===== config.mk =====
export PLATFORM = sky130hd
export DESIGN_NAME = turbo_enc_sched
export DESIGN_NICKNAME = d
export VERILOG_FILES = /design/src/rtl/turbo_enc_sched.sv
export SDC_FILE = /design/constraint.sdc
export NUM_CORES = 1
export LEC_CHECK = 0
export BUFFER_PORTS_ARGS = -buffer_cell sky130_fd_sc_hd__buf_4
export CAP_MARGIN = 25
export CORE_UTILIZATION = 51
export DETAILED_ROUTE_END_ITERATION = 12
export GPL_TIMING_DRIVEN = 0
export PLACE_DENSITY = 0.75
export SETUP_SLACK_MARGIN = 0.5
export SYNTH_ARGS = -nofsm -noshare
export SYNTH_HDL_FRONTEND = slang
export SYNTH_SLANG_ARGS = --single-unit

===== constraint.sdc =====
create_clock -name clk -period 3.4 [get_ports clk]
set_input_delay 0.34 -clock clk [delete_from_list [all_inputs] [get_ports clk]]
set_output_delay 0.34 -clock clk [all_outputs]
set_load 0.005 [all_outputs]

===== src/rtl/turbo_enc_sched.sv =====
// turbo_enc_sched: fetches K systematic bits for one RSC encoder,
// then drives three trellis-termination beats, with downstream backpressure.
module turbo_enc_sched #(
  parameter int K_SMALL = 1056,
  parameter int K_LARGE = 6144,
  parameter int ADDR_W  = 13
) (
  input  logic              clk,
  input  logic              aclr,
  input  logic              start,
  input  logic              k_sel,
  output logic              rd_en,
  output logic [ADDR_W-1:0] rd_addr,
  input  logic              rd_data,
  input  logic              out_ready,
  output logic              ck,
  output logic              enc_en,
  output logic              enc_clr,
  output logic              term,
  output logic              out_last,
  output logic              busy,
  output logic              done,
  output logic              start_drop
);

  localparam logic [1:0] S_IDLE = 2'd0;
  localparam logic [1:0] S_RUN  = 2'd1;
  localparam logic [1:0] S_TAIL = 2'd2;
  localparam logic [1:0] S_DONE = 2'd3;

  localparam logic [ADDR_W-1:0] KS  = ADDR_W'(K_SMALL);
  localparam logic [ADDR_W-1:0] KL  = ADDR_W'(K_LARGE);
  localparam logic [ADDR_W-1:0] ONE = ADDR_W'(1);

  logic [1:0]        state;
  logic [1:0]        state_nxt;
  logic [ADDR_W-1:0] k_len;
  logic [ADDR_W-1:0] rd_cnt;
  logic [ADDR_W-1:0] enc_cnt;
  logic [1:0]        tail_cnt;
  logic              first_q;
  logic              inflight;

  logic [1:0] fifo_mem;
  logic [1:0] fifo_cnt;
  logic       wr_ptr;
  logic       rd_ptr;

  logic       accept;
  logic       push;
  logic       pop;
  logic       fetch_ok;
  logic       tail_beat;
  logic [2:0] occ;

  assign accept    = (state == S_IDLE) & start;
  assign push      = inflight;
  assign pop       = (state == S_RUN) & (fifo_cnt != 2'd0) & out_ready;
  assign tail_beat = (state == S_TAIL) & out_ready;

  // Reserve a slot for the read still in flight so the FIFO cannot overflow.
  assign occ = {1'b0, fifo_cnt} + {2'b00, inflight} - {2'b00, pop};

  assign fetch_ok = (state == S_RUN)
                  & (rd_cnt < k_len)
                  & (occ < 3'd2);

  assign rd_en      = fetch_ok;
  assign rd_addr    = rd_cnt;
  assign enc_clr    = (state == S_RUN) & first_q;
  assign busy       = (state != S_IDLE);
  assign done       = (state == S_DONE);
  assign start_drop = start & busy;

  always_comb begin
    enc_en   = 1'b0;
    ck       = 1'b0;
    term     = 1'b0;
    out_last = 1'b0;
    unique case (state)
      S_RUN: begin
        enc_en = pop;
        ck     = (fifo_cnt != 2'd0) & fifo_mem[rd_ptr];
      end
      S_TAIL: begin
        enc_en   = out_ready;
        term     = 1'b1;
        out_last = tail_beat & (tail_cnt == 2'd2);
      end
      S_IDLE: ;
      S_DONE: ;
      default: ;
    endcase
  end

  always_comb begin
    state_nxt = state;
    unique case (state)
      S_IDLE: if (start) state_nxt = S_RUN;
      S_RUN: begin
        if (pop && (enc_cnt == k_len - ONE))
          state_nxt = S_TAIL;
      end
      S_TAIL: begin
        if (tail_beat && (tail_cnt == 2'd2))
          state_nxt = S_DONE;
      end
      S_DONE: state_nxt = S_IDLE;
      default: state_nxt = S_IDLE;
    endcase
  end

  always_ff @(posedge clk or posedge aclr) begin
    if (aclr) begin
      state    <= S_IDLE;
      first_q  <= 1'b0;
      inflight <= 1'b0;
    end else begin
      state    <= state_nxt;
      first_q  <= accept;
      inflight <= fetch_ok;
    end
  end

  always_ff @(posedge clk or posedge aclr) begin
    if (aclr) begin
      k_len    <= '0;
      rd_cnt   <= '0;
      enc_cnt  <= '0;
      tail_cnt <= 2'd0;
    end else if (accept) begin
      k_len    <= k_sel ? KL : KS;
      rd_cnt   <= '0;
      enc_cnt  <= '0;
      tail_cnt <= 2'd0;
    end else begin
      if (fetch_ok)  rd_cnt   <= rd_cnt + ONE;
      if (pop)       enc_cnt  <= enc_cnt + ONE;
      if (tail_beat) tail_cnt <= tail_cnt + 2'd1;
    end
  end

  // Two-entry skid buffer between the buffer read port and the encoder.
  always_ff @(posedge clk or posedge aclr) begin
    if (aclr) begin
      fifo_mem <= 2'b00;
      fifo_cnt <= 2'd0;
      wr_ptr   <= 1'b0;
      rd_ptr   <= 1'b0;
    end else begin
      if (push) begin
        fifo_mem[wr_ptr] <= rd_data;
        wr_ptr           <= ~wr_ptr;
      end
      if (pop) rd_ptr <= ~rd_ptr;
      fifo_cnt <= fifo_cnt + {1'b0, push} - {1'b0, pop};
    end
  end

endmodule


# ---- Yosys cells after proc, flatten, opt, wreduce, memory -nomap -nowiden
# Index checks and enable logic that the tools add are counted.
dict set report totals {
  out_inout_bits 22
  register_bits 51
  wordCells 74
  in_bits 6
}
dict set report classes {
  bitwise_logic 12
  addsub 8
  n_eq_ne 8
  n_mux 20
  n_reduce_logical 10
  order_cmp 5
}
# cell n
set ops {}
lappend ops {{13-bit two-way mux} 5}
lappend ops {{13-bit by 1-bit adder with 13-bit output, second input constant} 2}
lappend ops {{13-bit equality test} 1}
lappend ops {{13-bit < comparator} 1}
lappend ops {{13-bit by 1-bit subtractor with 13-bit output, second input constant} 1}
lappend ops {{1-bit AND} 10}
lappend ops {{2-bit two-way mux} 5}
lappend ops {{2-bit nonzero test} 5}
lappend ops {{2-bit case mux with 4 select lines} 1}
lappend ops {{2-bit equality test, second input constant} 3}
lappend ops {{1-bit two-way mux} 6}
lappend ops {{1-bit by 2-bit < comparator with 1-bit output, second input constant} 2}
lappend ops {{2-bit by 1-bit inequality test with 1-bit output, second input constant} 2}
lappend ops {{2-bit by 1-bit adder with 3-bit output} 1}
lappend ops {{1-bit logical AND} 3}
lappend ops {{3-bit by 2-bit < comparator with 1-bit output, second input constant} 1}
lappend ops {{3-bit AND reduction} 1}
lappend ops {{3-bit by 1-bit subtractor with 3-bit output} 1}
lappend ops {{2-bit by 1-bit adder with 2-bit output} 1}
lappend ops {{2-bit by 1-bit adder with 2-bit output, second input constant} 1}
lappend ops {{2-bit bitwise mux} 1}
lappend ops {{2-bit by 1-bit equality test with 1-bit output, second input constant} 1}
lappend ops {{2-bit zero test} 1}
lappend ops {{2-bit inequality test, second input constant} 1}
lappend ops {{other kinds (5)} 6}

# ---- Depth between registers and ports, before layout
dict set report depth {
  depth_word 8
  ltp_mapped 14
  depth_no_buf 14
}

# ---- Worst setup path after synthesis
# OpenSTA, ideal clock, no wires.
dict set report synth_path {
  path_type {flip-flop to flip-flop}
  from {register state[1]}
  to {register rd_cnt[11], in the netlist rd_addr[11]}
  arrival_time_ns 3.119
  synth_period_minus_slack_ns 3.197
  required_ns 3.322
  slack_ns 0.203
  setup_time_ns 0.078
  path_buffers 0
  stages_incl_launch_ff 14
  path_cell_list {dfrtp_1 -> inv_1 -> ha_1 -> o211ai_2 -> inv_1 -> ha_1 -> inv_1 -> ha_1 -> fa_1 -> a211oi_1 -> nand3_1 -> or2_1 -> or4_1 -> a21oi_1}
}
dict set report synth_between {
  elab_chain_cells 7
  elab_cells_between_ends 11
  cone_classes {1 x add/sub; 1 x order compare; 1 x eq/ne; 1 x mux; 5 x bitwise; 2 x reduce/logical}
}
# item line_no
set synth_lines {}
lappend synth_lines {{start, declared} 35} ;# logic [1:0] state;
lappend synth_lines {{start signal, assigned} 119} ;# state <= state_nxt;
lappend synth_lines {{2-bit by 1-bit equality test with 1-bit output} 58} ;# assign pop = (state == S_RUN) & (fifo_cnt != 2'd0) & out_ready;
lappend synth_lines {{1-bit AND (2 in series)} 58}
lappend synth_lines {{via pop} 51} ;# logic pop;
lappend synth_lines {{3-bit by 1-bit subtractor with 3-bit output} 62} ;# assign occ = {1'b0, fifo_cnt} + {2'b00, inflight} - {2'b00, pop};
lappend synth_lines {{via occ[1]} 54} ;# logic [2:0] occ;
lappend synth_lines {{3-bit by 2-bit < comparator with 1-bit output} 66} ;# & (occ < 3'd2);
lappend synth_lines {{1-bit AND} 66}
lappend synth_lines {{2-bit nonzero test (no source line)} --}
lappend synth_lines {{end signal, assigned} 137} ;# if (fetch_ok) rd_cnt <= rd_cnt + ONE;
lappend synth_lines {{end, declared} 38} ;# logic [ADDR_W-1:0] rd_cnt;
# The timed path passes the listed nets, and every way through them passes these cells.
# A chain may end at the register's enable or synchronous reset.

# ---- Worst setup path in the final report
dict set report layout_path {
  from {register state[1]}
  to {register enc_cnt[2]}
}
dict set report layout_between {
  elab_chain_cells 4
  elab_cells_between_ends 7
  cone_classes {1 x eq/ne; 1 x mux; 3 x bitwise; 2 x reduce/logical}
}
# item line_no
set layout_lines {}
lappend layout_lines {{2-bit by 1-bit equality test with 1-bit output} 58}
lappend layout_lines {{1-bit AND (2 in series)} 58}
lappend layout_lines {{via pop} 51}
lappend layout_lines {{2-bit nonzero test (no source line)} --}
lappend layout_lines {{end signal, assigned} 138} ;# if (pop) enc_cnt <= enc_cnt + ONE;
lappend layout_lines {{end, declared} 39} ;# logic [ADDR_W-1:0] enc_cnt;
# The timed path passes the listed nets, and every way through them passes these cells.

==> results.json <==
{
  "grt_max_degree": 41,
  "synth_cell_type_count": 37,
  "area_growth_pct": 35.13,
  "clock_latency_ps": 290,
  "clockBufferDepth": 2,
  "hold_buffers": 0,
  "instances_no_fill": 337,
  "final_area_mm2": 0.002912,
  "synth_fp_nets": 242,
  "netlist_instances": 221,
  "synth_top_cell_by_area": "dfrtp_1",
  "drc": 0,
  "synth-edff-count": 0,
  "clock_skew_ps": 4.981,
  "utilization": 0.7227,
  "die_h_um": 67.00,
  "first_pass_iters": 4,
  "rows": 23,
  "dp_hpwl_um": 2909,
  "syn_area_mm2": 0.002155,
  "worst-setup-path-type": "reg2reg",
  "ys_top_cells_by_area": "dfrtp_1, ha_1, xnor2_1",
  "first_iter_violations": 123,
  "synth_ff_type": "dfrtp_1",
  "placed_cells": 298,
  "clk_pin_slew_ps": 70,
  "cts_tree": "yes",
  "ir_drop_mv": 0.4580,
  "wl_um": 5369,
  "gp_congestion": 0.8368,
  "cp_max_fo": 2,
  "detail-route-antenna-nets": 0,
  "synth.top_cell.area_share": 0.4646,
  "yosys_register_bits": 40,
  "port-buffer-count": 27,
  "min_period_ps": 3256,
  "cap_violations": 0,
  "die_w_um": 67.00,
  "total_leakage_power_uw": 0.001356,
  "tightest_slew_ps": 1013,
  "wire_per_inst_um": 15.93,
  "rsz0062_at_grt": "yes",
  "cts_sinks": 40,
  "initial_core_util": 0.5348,
  "synth_area_per_cell_um2": 9.749,
  "cp-end-kind": "flip-flop",
  "finalHoldViolCount": 0,
  "grt_first_pass_wirelength_um": 8376,
  "dieArea_mm2": 0.004488,
  "status": "finished clean",
  "cp.required_ps": 3570,
  "grt_antenna_before_repair": 0,
  "synth_most_common_cell": "dfrtp_1",
  "drive_gt1_frac": 0.3275,
  "tns_ps": 0,
  "htreeDepth": 2,
  "hold_path_class": "in2async",
  "worst_setup_path_start_kind": "flip-flop",
  "slew_headroom": 0.3244,
  "place_area_mm2": 0.002449,
  "cp.arrival_ps": 3430,
  "drv_slew": 0,
  "synth_top_cells_by_count": "dfrtp_1, nor2_1, nand2_1",
  "cts_buffers": 5,
  "pin_count": 28,
  "async_flop_share": 1.000,
  "overflow": 0,
  "fin_crit_sh": 0.9577,
  "first_global_vias": 1681,
  "avgViaCountPerCell": 5.430,
  "final_nets": 307,
  "grtUsageTotal": 0.2610,
  "seq_area_frac_synth": 0.4646,
  "yosysWarnings": 0,
  "p_per_area_mw_per_mm2": 659.3,
  "fillCellCount": 296,
  "cts_root_buf": "clkbuf_8",
  "core_area_mm2": 0.004029,
  "vias": 1830,
  "fmax_mhz": 307.1,
  "antennaDiodeCount": 0,
  "finalSetupViolations": 0
}
[layer usage]
layer  share of wire  track usage
met5               0            0
met3           0.041      0.06164
met4           0.014      0.09309
met2            0.52       0.4141
met1            0.43       0.3454
[flip-flops by register name, summed over array words and instances, names as in the netlist]
| signal | count |
|---|---|
| first_q | 1 |
| tail_cnt | 2 |
| state | 2 |
| wr_ptr | 1 |
| k_len | 2 |
| enc_cnt | 13 |
| fifo_cnt | 2 |
| fifo_mem | 2 |
| inflight | 1 |
| rd_ptr | 1 |
| rd_addr | 13 |
[final timing paths]
path,start,end,slack (ps),cells past startpoint
setup / recovery,state[1]$_DFFE_PP0P_,enc_cnt[2]$_DFFE_PP0P_,140,24
hold / removal,aclr,inflight$_DFF_PP0_,220,2
setup reg to reg,state[1]$_DFFE_PP0P_,enc_cnt[2]$_DFFE_PP0P_,140,24
hold reg to reg,wr_ptr$_DFFE_PP0P_,wr_ptr$_DFFE_PP0P_,500,1
max in group asynchronous,aclr,rd_addr[11]$_DFFE_PP0P_,2660,2
min in group clk,rd_data,fifo_mem[0]$_DFFE_PP0P_,290,2
[cells by family (layout without fill, tap and decap cells)]
| family | Yosys count | in the layout | synth area share |
|---|---|---|---|
| xor+xnor | 25 | 25 | 0.1016 |
| flops | 40 | 40 | 0.4646 |
| buf+inv | 22 | 88 | 0.03832 |
| simple gates | 91 | 91 | 0.2137 |
| mux | 5 | 5 | 0.02497 |
| compound gates | 23 | 23 | 0.06620 |
| fa+ha+maj | 15 | 15 | 0.09059 |
[critical path: stages, from the launching register on]
cell and delay (ps):
dfrtp_1 380, inv_2 60, ha_4 170, o211ai_4 80, inv_2 80, buf_4 140, buf_6 110, buf_4 120
buf_4 120, buf_4 120, buf_4 120, buf_6 110, buf_6 110, buf_6 110, buf_6 110, buf_4 120
buf_4 120, buf_4 120, buf_4 120, buf_4 130, buf_4 130, buf_6 110, nand2_2 70, xor2_1 230
nor2_1 60
[power breakdown]
group          switching, uW  internal [uW]
registers               97.0            581
logic                    443            468
clock network            165            166
[area by class of cell]
cell class / instances / area (um2) / area share
Inverter: 18 / 70.07 / 0.02407
Timing Repair Buffer: 58 / 473.0 / 0.1624
Multi-Input combinational cell: 159 / 1200 / 0.4121
Tap cell: 50 / 62.56 / 0.02149
Sequential cell: 40 / 1001 / 0.3438
Clock buffer: 8 / 90.09 / 0.03094
Buffer: 4 / 15.01 / 0.005157
[timing repair]
action / 4_1_cts / 5_1_grt
setup endpoints to repair: 15 / 16
setup buffers: 28 / 3
gates resized for setup: 19 / 14
pin swaps: 15 / 6
[per-stage QoR]
step	power [uW]	hold slack [ps]	worst slack (ps)
3_5_place_dp	1279	485.1	27.00
6_report	1920	220.2	143.8
4_1_cts	1800	244.1	424.0
3_3_place_gp	1260	476.4	74.85
5_1_grt	2040	288.2	76.73
2_1_floorplan	1091	463.3	335.0
[layout by cell type (no fill, tap or decap), types with 4 or more instances in the layout]
master	count
xor2_1	10
nand2_1	20
xnor2_1	15
nor3_1	4
nand4_1	4
nor2_1	30
buf_4	48
dfrtp_1	40
clkbuf_8	6
a21oi_1	8
inv_1	13
clkbuf_1	6
inv_2	4
buf_6	10
and3_1	5
nand3_1	5
ha_1	11
(Power assumes the default switching activity.)
